$ cat config.mk
export PLATFORM = sky130hd
export DESIGN_NAME = servo_ramp
export DESIGN_NICKNAME = d
export VERILOG_FILES = /design/src/rtl/servo_ramp.sv
export SDC_FILE = /design/constraint.sdc
export NUM_CORES = 1
export LEC_CHECK = 0
export CAP_MARGIN = 10
export CELL_PAD_IN_SITES_DETAIL_PLACEMENT = 1
export CELL_PAD_IN_SITES_GLOBAL_PLACEMENT = 2
export CORE_MARGIN = 2
export CORE_UTILIZATION = 39
export DETAILED_ROUTE_END_ITERATION = 12
export GPL_TIMING_DRIVEN = 0
export PLACE_DENSITY = 0.88
export SETUP_SLACK_MARGIN = 0.4
export SYNTH_ARGS = -nofsm -noshare
export SYNTH_HDL_FRONTEND = slang
export SYNTH_SLANG_ARGS = --single-unit
$ cat constraint.sdc
create_clock -name clock -period 15.5 [get_ports clock]
set_clock_uncertainty 0.2 [all_clocks]
set_input_delay 3.1 -clock clock [delete_from_list [all_inputs] [get_ports clock]]
set_output_delay 3.1 -clock clock [all_outputs]
set_load 0.01 [all_outputs]
$ cat src/rtl/servo_ramp.sv
// Servo motion sequencer: accepts a target/step/period from the E100 and walks the
// pwm compare value toward the target once per update tick, pushing each pair to pwm.
module servo_ramp #(
    parameter int UPDATE_CYCLES = 50000
) (
    input  logic        clock,
    input  logic        reset,
    input  logic        clock_valid,
    input  logic        ramp_command,
    output logic        ramp_response,
    input  logic [31:0] ramp_target,
    input  logic [31:0] ramp_step,
    input  logic [31:0] ramp_period,
    output logic [31:0] ramp_current,
    output logic        ramp_busy,
    output logic        pwm_command,
    input  logic        pwm_response,
    output logic [31:0] pwm_period,
    output logic [31:0] pwm_compare
);

    localparam int CW = (UPDATE_CYCLES > 2) ? $clog2(UPDATE_CYCLES) : 1;
    localparam logic [CW-1:0] TICK_LAST = CW'(UPDATE_CYCLES - 1);

    localparam logic [2:0] S_RESET   = 3'd0;
    localparam logic [2:0] S_IDLE    = 3'd1;
    localparam logic [2:0] S_ACCEPT  = 3'd2;
    localparam logic [2:0] S_RESP    = 3'd3;
    localparam logic [2:0] S_STEP    = 3'd4;
    localparam logic [2:0] S_PUSH    = 3'd5;
    localparam logic [2:0] S_RELEASE = 3'd6;

    logic [2:0]    r_state;
    logic [31:0]   r_current;
    logic [31:0]   r_target;
    logic [31:0]   r_step;
    logic [31:0]   r_period;
    logic [CW-1:0] r_tickCount;
    logic          r_tickPending;
    logic          r_dirty;
    logic          r_rampResponse;
    logic [31:0]   r_rampCurrent;
    logic          r_pwmCommand;
    logic [31:0]   r_pwmPeriod;
    logic [31:0]   r_pwmCompare;

    logic          w_targetAbove;
    logic [31:0]   w_distance;
    logic [31:0]   w_nextCurrent;

    // Distance is always larger minus smaller, so the step decision never wraps.
    always_comb begin
        w_targetAbove = (r_target > r_current);
        w_distance    = w_targetAbove ? (r_target - r_current) : (r_current - r_target);
        w_nextCurrent = r_target;
        if ((r_step != 32'd0) && (w_distance > r_step)) begin
            w_nextCurrent = w_targetAbove ? (r_current + r_step) : (r_current - r_step);
        end
    end

    always_ff @(posedge clock) begin
        if (clock_valid) begin
            if (reset) begin
                r_state        <= S_RESET;
                r_current      <= '0;
                r_target       <= '0;
                r_step         <= '0;
                r_period       <= '0;
                r_tickCount    <= '0;
                r_tickPending  <= 1'b0;
                r_dirty        <= 1'b0;
                r_rampResponse <= 1'b0;
                r_rampCurrent  <= '0;
                r_pwmCommand   <= 1'b0;
                r_pwmPeriod    <= '0;
                r_pwmCompare   <= '0;
            end else begin
                case (r_state)
                    S_RESET: r_state <= S_IDLE;
                    S_IDLE: begin
                        if (ramp_command) begin
                            r_state <= S_ACCEPT;
                        end else if (r_dirty) begin
                            r_state      <= S_PUSH;
                            r_pwmCommand <= 1'b1;
                            r_pwmPeriod  <= r_period;
                            r_pwmCompare <= r_current;
                        end else if (r_tickPending) begin
                            if (r_current != r_target) begin
                                r_state <= S_STEP;
                            end else begin
                                r_tickPending <= 1'b0;
                            end
                        end
                    end
                    S_ACCEPT: begin
                        r_target       <= ramp_target;
                        r_step         <= ramp_step;
                        r_period       <= ramp_period;
                        if (ramp_period != r_period) begin
                            r_dirty <= 1'b1;
                        end
                        r_rampResponse <= 1'b1;
                        r_state        <= S_RESP;
                    end
                    S_RESP: begin
                        if (!ramp_command) begin
                            r_rampResponse <= 1'b0;
                            r_state        <= S_IDLE;
                        end
                    end
                    S_STEP: begin
                        r_tickPending <= 1'b0;
                        r_current     <= w_nextCurrent;
                        r_pwmCommand  <= 1'b1;
                        r_pwmPeriod   <= r_period;
                        r_pwmCompare  <= w_nextCurrent;
                        r_state       <= S_PUSH;
                    end
                    S_PUSH: begin
                        if (pwm_response) begin
                            r_dirty       <= 1'b0;
                            r_pwmCommand  <= 1'b0;
                            r_rampCurrent <= r_pwmCompare;
                            r_state       <= S_RELEASE;
                        end
                    end
                    S_RELEASE: begin
                        if (!pwm_response) begin
                            r_state <= S_IDLE;
                        end
                    end
                    default: r_state <= S_IDLE;
                endcase

                // Placed after the FSM so a wrap on the same cycle as a clear re-arms the tick.
                if (r_state != S_RESET) begin
                    if (r_tickCount == TICK_LAST) begin
                        r_tickCount   <= '0;
                        r_tickPending <= 1'b1;
                    end else begin
                        r_tickCount <= r_tickCount + CW'(1);
                    end
                end
            end
        end
    end

    assign ramp_response = r_rampResponse;
    assign ramp_current  = r_rampCurrent;
    assign pwm_command   = r_pwmCommand;
    assign pwm_period    = r_pwmPeriod;
    assign pwm_compare   = r_pwmCompare;
    assign ramp_busy     = (r_current != r_target) | r_dirty |
                           (r_state == S_STEP) | (r_state == S_PUSH) | (r_state == S_RELEASE);

endmodule

## After elaboration in Yosys (flattened, before gate mapping)

Index checks and enable logic that the tools add are counted.

- Register bits: 247
- Input bits: 101
- Output and inout port bits: 99

- Add/subtract/negate cells: 5
- $lt $le $gt $ge: 2
- Eq/ne operators: 17
- Mux-type cells: 40
- Bitwise operators: 4
- Reduce and logical (&&, ||, !) cells: 21

Operators by type and width:

| operator | count |
|---|---|
| 32-bit two-way mux | 13 |
| 32-bit one-hot mux with 2 select lines | 2 |
| 32-bit subtractor | 3 |
| 32-bit > comparator | 2 |
| 32-bit inequality test | 2 |
| 32-bit adder | 1 |
| 16-bit two-way mux | 2 |
| 32-bit nonzero test | 1 |
| 3-bit two-way mux | 7 |
| 3-bit inequality test (second input constant) | 6 |
| 3-bit one-hot mux with 6 select lines | 1 |
| 16-bit by 1-bit adder with 16-bit output (second input constant) | 1 |
| 16-bit equality test (second input constant) | 1 |
| 3-bit nonzero test | 4 |
| 1-bit two-way mux | 11 |
| 5-bit inequality test (second input constant) | 2 |
| 2-bit nonzero test | 5 |
| 3-bit equality test (second input constant) | 3 |
| 4-bit AND reduction | 2 |
| 3-bit by 2-bit equality test with 1-bit output (second input constant) | 2 |
| 1-bit one-hot mux with 2 select lines | 3 |
| 2-bit AND reduction | 3 |
| 3-bit AND reduction | 2 |
| 6-bit AND reduction | 1 |
| 6 further kinds | 9 |

## Depth between registers and ports, before layout

Gate-level depths: netlist of the first run.

- Depth in word-level cells: 8
- Mapped depth: 28
- Gate-level depth less buffers: 25

## Least setup slack after synthesis of the first run

Ideal clock, no wire load.

- Kind: input -> register
- Start point: in reset
- End point: reg r_period[0] (enable)
- Arrival time: 5.875 ns
- Data required time: 14.838 ns
- Path slack: 8.963 ns
- Stages on the path: 3
- Path through: clkbuf_1 buf_1 o21a_1

- Word-level cells in the longest chain between the ends: 2

RTL lines:

| element | line | text |
|---|---|---|
| from (decl) | 7 | `input logic reset,` |
| 2-bit nonzero test (no source line) | n/a |  |
| 2-bit AND reduction (no source line) | n/a |  |
| to (signal assigned) | 99 | `r_period <= ramp_period;` |
| to (decl) | 37 | `logic [31:0] r_period;` |

Every way passes these cells.
A chain may end at the register's enable or synchronous reset.

## Worst setup path in the final report of the first run

- Start point: reg r_current[3]
- End point: reg r_pwmCompare[24] (netlist: pwm_compare[24]), data pin

- Word-level cells in the longest chain between the ends: 6

RTL lines:

| element | line | text |
|---|---|---|
| from (decl) | 34 | `logic [31:0] r_current;` |
| from (signal assigned) | 114 | `r_current <= w_nextCurrent;` |
| 32-bit subtractor or 32-bit > comparator (tied branches) | 54, 53 |  |
| 32-bit two-way mux | 54 | `w_distance = w_targetAbove ? (r_target - r_current) : (r_current - r_target);` |
| 32-bit > comparator | 56 | `if ((r_step != 32'd0) && (w_distance > r_step)) begin` |
| 1-bit logical AND | 56 |  |
| 32-bit two-way mux * | 56 |  |
| 32-bit one-hot mux with 2 select lines * | 78 | `case (r_state)` |
| to (signal assigned) | 87 | `r_pwmCompare <= r_current;` |
| to (signal assigned) | 117 | `r_pwmCompare <= w_nextCurrent;` |
| to (decl) | 45 | `logic [31:0] r_pwmCompare;` |

Mark *: on every way between the ends. The rest lies on a longest branch, timed or not.

==> key figures, run 1 <==
Outcome
  – Result of the run: finished, final reports clean

Layout
  – Layout overhead on the synthesized area: 22.5%
  – Area of all placed cells without fillers: 20600 µm²
  – Final net count: ~2200
  – Finished Core Util: between 40% and 50%
  – Most common library cell in the layout ignoring fill and taps: sky130_fd_sc_hd__edfxtp_1
  – Top library cells by usage in the layout, fill and taps aside: 247 x sky130_fd_sc_hd__edfxtp_1, 199 x sky130_fd_sc_hd__clkdlybuf4s50_1, 178 x sky130_fd_sc_hd__nor2b_1, 155 x sky130_fd_sc_hd__nor2_1, 153 x sky130_fd_sc_hd__a21oi_1
  – Share of post-route cells with drive strength above 1: 5.70%
  – Layout fillers: 4765
  – Final cell count without fillers: ~2500

Synthesis
  – Synth area leader: sky130_fd_sc_hd__edfxtp_1
  – Proportion of synthesized area in mux cells: 1.37%
  – Area fraction in compound gates after synthesis: 15.9%
  – Largest family of logic cells by synthesized area: simple AND/OR/NAND/NOR gates
  – Post-synthesis xor/xnor area fraction: between 6 and 7%
  – Fraction of the yosys area taken by sequential cells: 44.0%
  – Predominant post-synthesis flop cell: sky130_fd_sc_hd__edfxtp_1
  – Adder-Cell Fraction of Synth Area: 9.87%
  – Number of different library cells in the post-synthesis netlist: 77
  – Share of flip-flops with an asynchronous set or reset after synthesis: 0%
  – Post-Synthesis Cells: 1690
  – Number of flip-flops and latches in the synthesized netlist: 247
  – Synthesized-area fraction occupied by and/or/nand/nor cells: about 17%
  – Cell types occupying the most area after synthesis: sky130_fd_sc_hd__edfxtp_1 44%, sky130_fd_sc_hd__ha_1 9.5%, sky130_fd_sc_hd__nor2b_1 6.6%
  – Number of synthesized flops with an enable pin: 247
  – Syn Area/Cell: 9.96 µm²
  – Yosys synthesis warning count: 0
  – Fraction of synthesized cell area taken by the top area cell type: between 40% and 50%
  – Synth Net Count: 1922
  – Cell area after technology mapping: 16800 µm²

Detailed routing
  – Via density per instance: 5.40
  – Pre-antenna DRT Iters: 5
  – Total wirelength of the detailed-routed design: 56.5 mm
  – DRC errors left: 0
  – Drt initial violations: 627
  – Via Count: 13700
  – Avg WL per Cell: 22.3 µm
  – Antenna violation net count after detailed routing: 0

Place
  – DP Cell Count: 2478
  – Port Buffer Count: 199
  – Standard cell area after detailed placement: 19700 µm²
  – Post-Place Worst Slack: 7530 ps
  – HPWL after DPL: 45.0 mm
  – Placer's final routability congestion estimate: 0.909

STA
  – Number of failing setup endpoints in the final timing report: 0
  – Setup slack after layout: 7310 ps
  – Hold_ws: 377 ps
  – Least-Margin Pin Slew: 891 ps
  – Post-route setup TNS: 0 ps
  – Hold violation count in the final report: 0
  – Number of pins with negative max-slew slack in the final report: 0
  – Min cycle time layout: 8190 ps
  – Relative max-transition margin: 40.0%
  – Fraction of the cycle the final worst path needs: a little over half
  – Unrepaired setup endpoints after global routing: false
  – Fmax: 122 MHz

Clock network
  – CTS buffer count: 30
  – CTS tree: yes
  – H-tree depth reported by CTS: 1
  – Clock sink count: 247
  – Count of buffers added by post-CTS timing repair for setup: 0
  – Bufs on Longest Clock Path: 3
  – Hold Buf Count CTS: 0
  – Clock latency on the worst-skew pair: 570 ps
  – Clock slew at reported path FFs: 60 ps
  – Clock root cell: sky130_fd_sc_hd__clkbuf_16
  – Number of instances resized during post-cts repair: 0

Power
  – Total chip power: 2.89 mW
  – Worst vdd ir: 0.0000961 V
  – P per Cell Area: 140 nW/µm²
  – Leak Pwr: 7.89 nW

Global route
  – Pin count of the biggest net entering global routing: 53
  – Overall global routing resource usage: roughly 25%
  – Number of antenna violations at the first check in global routing: 2
  – Number of global-route vias before repair: approximately 14000
  – Remaining global-route overflow: 0
  – Global-route wire length before repair: roughly 85 mm

Floorplanning
  – Placement row count: 76
  – Core box area: between 40000 and 50000 µm²
  – Count of boundary I/O pins: 200
  – Starting density of the core: 39.3%
  – Floorplan die height: 212 µm
  – Die Footprint: 44900 µm²
  – Die extent in x: 212 µm

Run
  – Max-Cap Viols: 0

Critical path
  – Kind of critical path: flip-flop to flip-flop
  – Max Fanout on Critical Path: 10
  – CP endpoint kind: flip-flop
  – Critical path data required time: 15630 ps
  – Crit path arrival time: roughly 8300 ps
  – Startpoint kind of the worst setup timing path: flip-flop

Min path
  – Worst hold-check path type: flip-flop to flip-flop
## worst max-delay path, stage by stage, from the launching register on
cell                       delay [ps]
sky130_fd_sc_hd__edfxtp_1         400
sky130_fd_sc_hd__inv_1             90
sky130_fd_sc_hd__ha_1             290
sky130_fd_sc_hd__clkbuf_1         290
sky130_fd_sc_hd__nand4_1          190
sky130_fd_sc_hd__nor4_1           710
sky130_fd_sc_hd__nand2_1          570
sky130_fd_sc_hd__o21ai_4          330
sky130_fd_sc_hd__clkbuf_1         620
sky130_fd_sc_hd__buf_1            590
sky130_fd_sc_hd__nor2_1           110
sky130_fd_sc_hd__xnor2_1          430
sky130_fd_sc_hd__ha_1             390
sky130_fd_sc_hd__a211oi_1         340
sky130_fd_sc_hd__o21ai_0          210
sky130_fd_sc_hd__a211oi_1         570
sky130_fd_sc_hd__a21oi_1          210
sky130_fd_sc_hd__o22ai_1          480
sky130_fd_sc_hd__o21ai_0          190
sky130_fd_sc_hd__xnor2_1          160
sky130_fd_sc_hd__nor2_1            90
sky130_fd_sc_hd__a21oi_1           60
sky130_fd_sc_hd__a211oi_1         410
## Yosys cell counts (all sizes together), types with 32 or more instances
library cell and instances:
edfxtp 247, nor2b 179, a21oi 155, nor2 155, ha 128, inv 127
xnor2 87, o21ai 75, nand2 72, xor2 46, clkbuf 39, nand4 36
buf 35, a21o 34, a211oi 32
## layout make-up
class / instances / area (µm²) / share of cell area [%]
clock inverters: 12 / 136 / 0.661
clock buffers: 41 / 813 / 3.94
plain buffers: 74 / 388 / 1.88
diodes: 3 / 7.51 / 0.0364
multi-input cells: 1242 / 8580 / 41.6
repair buffers: 203 / 2080 / 10.1
well taps: 585 / 732 / 3.55
inverters: 127 / 477 / 2.31
flip-flops and latches: 247 / 7420 / 35.9
## final timing paths
path / to / startpoint / cells after the start / slack, ps
worst max register to register: pwm_compare[24]$_SDFFCE_PP0P_ / r_current[3]$_SDFFCE_PP0P_ / 22 / 7310
worst max-delay path: pwm_compare[24]$_SDFFCE_PP0P_ / r_current[3]$_SDFFCE_PP0P_ / 22 / 7310
worst min-delay path: ramp_current[29]$_SDFFCE_PP0P_ / pwm_compare[29]$_SDFFCE_PP0P_ / 1 / 380
worst min register to register: ramp_current[29]$_SDFFCE_PP0P_ / pwm_compare[29]$_SDFFCE_PP0P_ / 1 / 380
## sequential cells by signal, summed over array words and instances, names as in the netlist
register       count
r_tickPending      1
r_current         32
r_target          32
r_dirty            1
ramp_response      1
r_tickCount       16
pwm_period        32
ramp_current      32
r_state            3
pwm_compare       32
r_period          32
pwm_command        1
r_step            32
## cells by family (layout without fill, tap and decap cells)
logic type      count (synthesis)  in the layout
compound gates                418            418
xor+xnor                      133            133
fa+ha+maj                     131            131
buf+inv                       201            457
flops                         247            247
mux                            23             23
other cells                     0              3
simple gates                  537            537
## report_power, final
group | leakage [nW] | internal [mW] | switching (mW)
Clock | 0.459 | 0.413 | 0.282
Sequential | 2.41 | 0.818 | 0.0505
Combinational | 5.03 | 0.539 | 0.792
Total | 7.89 | 1.77 | 1.12
## per-layer routing
layer | up-vias | wire length, µm | GRT usage (%)
li1 | 6513 | - | -
met1 | 6796 | 24400 | 31.7
met2 | 287 | 27400 | 42.4
met3 | 98 | 2050 | 3.03
met4 | 2 | 2630 | 10.8
met5 | - | 13 | 0
Note: power is estimated with default switching activity, not from simulation.
==> run 2: changes to the inputs <==
--- a/config.mk
+++ b/config.mk
@@ -9,10 +9,10 @@
 export CELL_PAD_IN_SITES_DETAIL_PLACEMENT = 1
 export CELL_PAD_IN_SITES_GLOBAL_PLACEMENT = 2
 export CORE_MARGIN = 2
-export CORE_UTILIZATION = 39
+export CORE_UTILIZATION = 33
 export DETAILED_ROUTE_END_ITERATION = 12
 export GPL_TIMING_DRIVEN = 0
-export PLACE_DENSITY = 0.88
+export PLACE_DENSITY = 0.79
 export SETUP_SLACK_MARGIN = 0.4
 export SYNTH_ARGS = -nofsm -noshare
 export SYNTH_HDL_FRONTEND = slang
==> constraint.sdc (replaced) <==
create_clock -name clock -period 6.8 [get_ports clock]
set_clock_uncertainty 0.2 [all_clocks]
set_input_delay 1.36 -clock clock [delete_from_list [all_inputs] [get_ports clock]]
set_output_delay 1.36 -clock clock [all_outputs]
set_load 0.01 [all_outputs]
==> run 2 against run 1 <==
Compared with the run above:
- sequential share of layout area fell by 1.5 points
- critical path depth rose by 4
- final cell count is 4.9% higher
- sequential cell count unchanged
- global-route usage shrank 3.3 points
- setup slack worse by 6700 ps
- wire length rose by 4.1%
- clock power is 140% higher
- core utilization decreased by 5.3 points
- sequential power rose by 130%
- die area up 18%
==> key figures, run 2 (same netlist as run 1, synthesis figures left out) <==
STA
  – Number of failing setup endpoints in the final timing report: 0 (unchanged)
  – Setup slack after layout: 564 ps (-6740 ps)
  – Fmax: 160 MHz (+31%)
  – Relative max-transition margin: 41.8% (+1.8 points)
  – Least-Margin Pin Slew: 872 ps (-18.8 ps)
  – Post-route setup TNS: 0 ps (unchanged)
  – Min cycle time layout: 6240 ps (-1960 ps)
  – Number of pins with negative max-slew slack in the final report: 0 (unchanged)
  – Hold violation count in the final report: 0 (unchanged)
  – Unrepaired setup endpoints after global routing: true
  – Fraction of the cycle the final worst path needs: 91.7% (+39 points)

Clock network
  – H-tree depth reported by CTS: 1 (unchanged)
  – Clock latency on the worst-skew pair: 580 ps (about the same)
  – CTS buffer count: 30 (unchanged)
  – Clock root cell: sky130_fd_sc_hd__clkbuf_16
  – CTS tree: yes
  – Bufs on Longest Clock Path: 3 (unchanged)
  – Clock slew at reported path FFs: 60 ps (about the same)
  – Hold Buf Count CTS: 0 (unchanged)
  – Clock sink count: 247 (unchanged)

Critical path
  – Kind of critical path: flip-flop to flip-flop
  – Max Fanout on Critical Path: 8 (-2)
  – Startpoint kind of the worst setup timing path: flip-flop
  – CP endpoint kind: flip-flop
  – Crit path arrival time: 6330 ps (-1990 ps)
  – Critical path data required time: 6890 ps (-8740 ps)

Layout
  – Final cell count without fillers: 2658 (+4.9%)
  – Area occupied by multi-input gates: 8940 µm² (+4.2%)
  – Most common library cell in the layout ignoring fill and taps: sky130_fd_sc_hd__edfxtp_1
  – Layout overhead on the synthesized area: 27.8%
  – ANT cells: 0 (-3)
  – Area taken by flip-flops and latches: 7420 µm² (unchanged)
  – Top library cells by usage in the layout, fill and taps aside: 247 x sky130_fd_sc_hd__edfxtp_1, 199 x sky130_fd_sc_hd__clkdlybuf4s50_1, 178 x sky130_fd_sc_hd__nor2b_1, 155 x sky130_fd_sc_hd__nor2_1, 141 x sky130_fd_sc_hd__a21oi_1
  – Final net count: 2195 (+1.8%)
  – Layout fillers: 5630 (+18%)
  – Share of post-route cells with drive strength above 1: 10.8% (+5.1 points)

Detailed routing
  – Antenna violation net count after detailed routing: 0 (unchanged)
  – Via density per instance: 5.20 (-3.8%)
  – DRC errors left: 0 (unchanged)
  – Total wirelength of the detailed-routed design: 58.8 mm (+4.1%)
  – Avg WL per Cell: 22.1 µm (-0.72%)
  – Via Count: 13800 (+0.89%)
  – Pre-antenna DRT Iters: 5 (unchanged)
  – Drt initial violations: 731 (+17%)

Global route
  – Overall global routing resource usage: 21.6% (-3.3 points)
  – Remaining global-route overflow: 0 (unchanged)
  – Number of antenna violations at the first check in global routing: 0 (-2)
  – Global-route wire length before repair: 87.1 mm (+3.0%)
  – Number of global-route vias before repair: 14400 (+0.063%)
  – Pin count of the biggest net entering global routing: 50 (-5.7%)

Power
  – Worst vdd ir: 0.000273 V (+180%)
  – P per Cell Area: 322 nW/µm² (+130%)
  – Leak Pwr: 8.24 nW (+4.4%)

Floorplanning
  – Starting density of the core: 33.5% (-5.8 points)
  – Die extent in x: 230 µm (+8.5%)
  – Die Footprint: 52900 µm² (+18%)
  – Count of boundary I/O pins: 200 (unchanged)
  – Core box area: 50300 µm² (+17%)
  – Floorplan die height: 230 µm (+8.5%)
  – Placement row count: 82 (+7.9%)

Place
  – HPWL after DPL: 46.3 mm (+2.8%)
  – Port Buffer Count: 199 (unchanged)
  – Placer's final routability congestion estimate: 0.898 (-1.2%)
  – Post-Place Worst Slack: -1110 ps (-8650 ps)
  – DP Cell Count: 2565 (+3.5%)

Outcome
  – Result of the run: finished, final reports clean

Min path
  – Worst hold-check path type: flip-flop to flip-flop

Run
  – Max-Cap Viols: 0 (unchanged)
[run 2: cell count changes in the layout (fill, tap and decap cells not counted), moves of 8 or more]
cell	change
sky130_fd_sc_hd__clkbuf_1	-11
sky130_fd_sc_hd__o21ai_0	-8
sky130_fd_sc_hd__buf_2	-11
sky130_fd_sc_hd__a21oi_2	+11
sky130_fd_sc_hd__a21oi_1	-12
sky130_fd_sc_hd__buf_4	+39
sky130_fd_sc_hd__clkbuf_4	+9
[run 2: final cells by class]
class / instances / area share [%]
Clock inverter: 21 / 1.07
Timing Repair Buffer: 241 / 11.1
Tap cell: 672 / 3.91
Multi-Input combinational cell: 1242 / 41.6
Clock buffer: 34 / 3.66
Inverter: 127 / 2.22
Buffer: 74 / 2.05
Sequential cell: 247 / 34.5
[run 2: through the flow]
stage | area, µm² | hold slack [ps] | utilization [%] | power [mW]
floorplan | 16800 | 358 | - | 4.07
detailed placement | 19800 | 362 | 39.4 | 5.03
global placement | 19700 | 355 | 39.1 | 4.96
CTS | 21000 | 370 | 41.8 | 6.83
global route | 21500 | 388 | 42.8 | 7.35
finish | 21500 | 369 | 42.8 | 6.93
[run 2: final timing paths]
path / cells past startpoint / startpoint / end / slack, ps
max: 26 / r_target[23]$_SDFFCE_PP0P_ / pwm_compare[8]$_SDFFCE_PP0P_ / 560
min: 1 / pwm_compare[13]$_SDFFCE_PP0P_ / ramp_current[13]$_SDFFCE_PP0P_ / 370
max reg2reg: 26 / r_target[23]$_SDFFCE_PP0P_ / pwm_compare[8]$_SDFFCE_PP0P_ / 560
min reg2reg: 1 / pwm_compare[13]$_SDFFCE_PP0P_ / ramp_current[13]$_SDFFCE_PP0P_ / 370
[run 2: timing repair]
item / in CTS / in global routing
cloned: 0 / 1
setup buffers: 4 / 33
pin swaps: 3 / 24
gates resized for setup: 34 / 68
setup endpoints to repair: 64 / 59
[run 2: worst max-delay path: stages, from the launching register on]
cell	delay, ps
sky130_fd_sc_hd__edfxtp_1	490
sky130_fd_sc_hd__ha_1	320
sky130_fd_sc_hd__clkbuf_4	200
sky130_fd_sc_hd__nand4_1	170
sky130_fd_sc_hd__buf_4	190
sky130_fd_sc_hd__nor3_4	240
sky130_fd_sc_hd__nand2_2	120
sky130_fd_sc_hd__a21oi_4	200
sky130_fd_sc_hd__o21a_1	250
sky130_fd_sc_hd__nor2_1	70
sky130_fd_sc_hd__o21a_1	130
sky130_fd_sc_hd__o32a_1	420
sky130_fd_sc_hd__o41ai_2	260
sky130_fd_sc_hd__xor2_1	120
sky130_fd_sc_hd__ha_1	310
sky130_fd_sc_hd__nand4_1	240
sky130_fd_sc_hd__nor4_4	480
sky130_fd_sc_hd__nand2_2	150
sky130_fd_sc_hd__nor3_4	330
sky130_fd_sc_hd__a31oi_4	70
sky130_fd_sc_hd__o31ai_4	130
sky130_fd_sc_hd__buf_6	200
sky130_fd_sc_hd__buf_12	130
sky130_fd_sc_hd__mux2i_1	190
sky130_fd_sc_hd__nor2_1	70
sky130_fd_sc_hd__nor2_1	180
sky130_fd_sc_hd__a21oi_2	80
[run 2: metal layers]
| metal | vias to the layer above | track usage, % | wire length, µm |
|---|---|---|---|
| met5 | - | 0 | 0 |
| met4 | 0 | 5.12 | 1410 |
| met3 | 62 | 2.74 | 2120 |
| met2 | 302 | 37.8 | 29100 |
| met1 | 6867 | 28.2 | 26200 |
| li1 | 6587 | - | - |
[run 2: power breakdown]
| part | internal [mW] | switching, mW |
|---|---|---|
| sequential | 1.86 | 0.113 |
| clock | 0.983 | 0.683 |
| combinational | 1.37 | 1.91 |
| total | 4.22 | 2.71 |
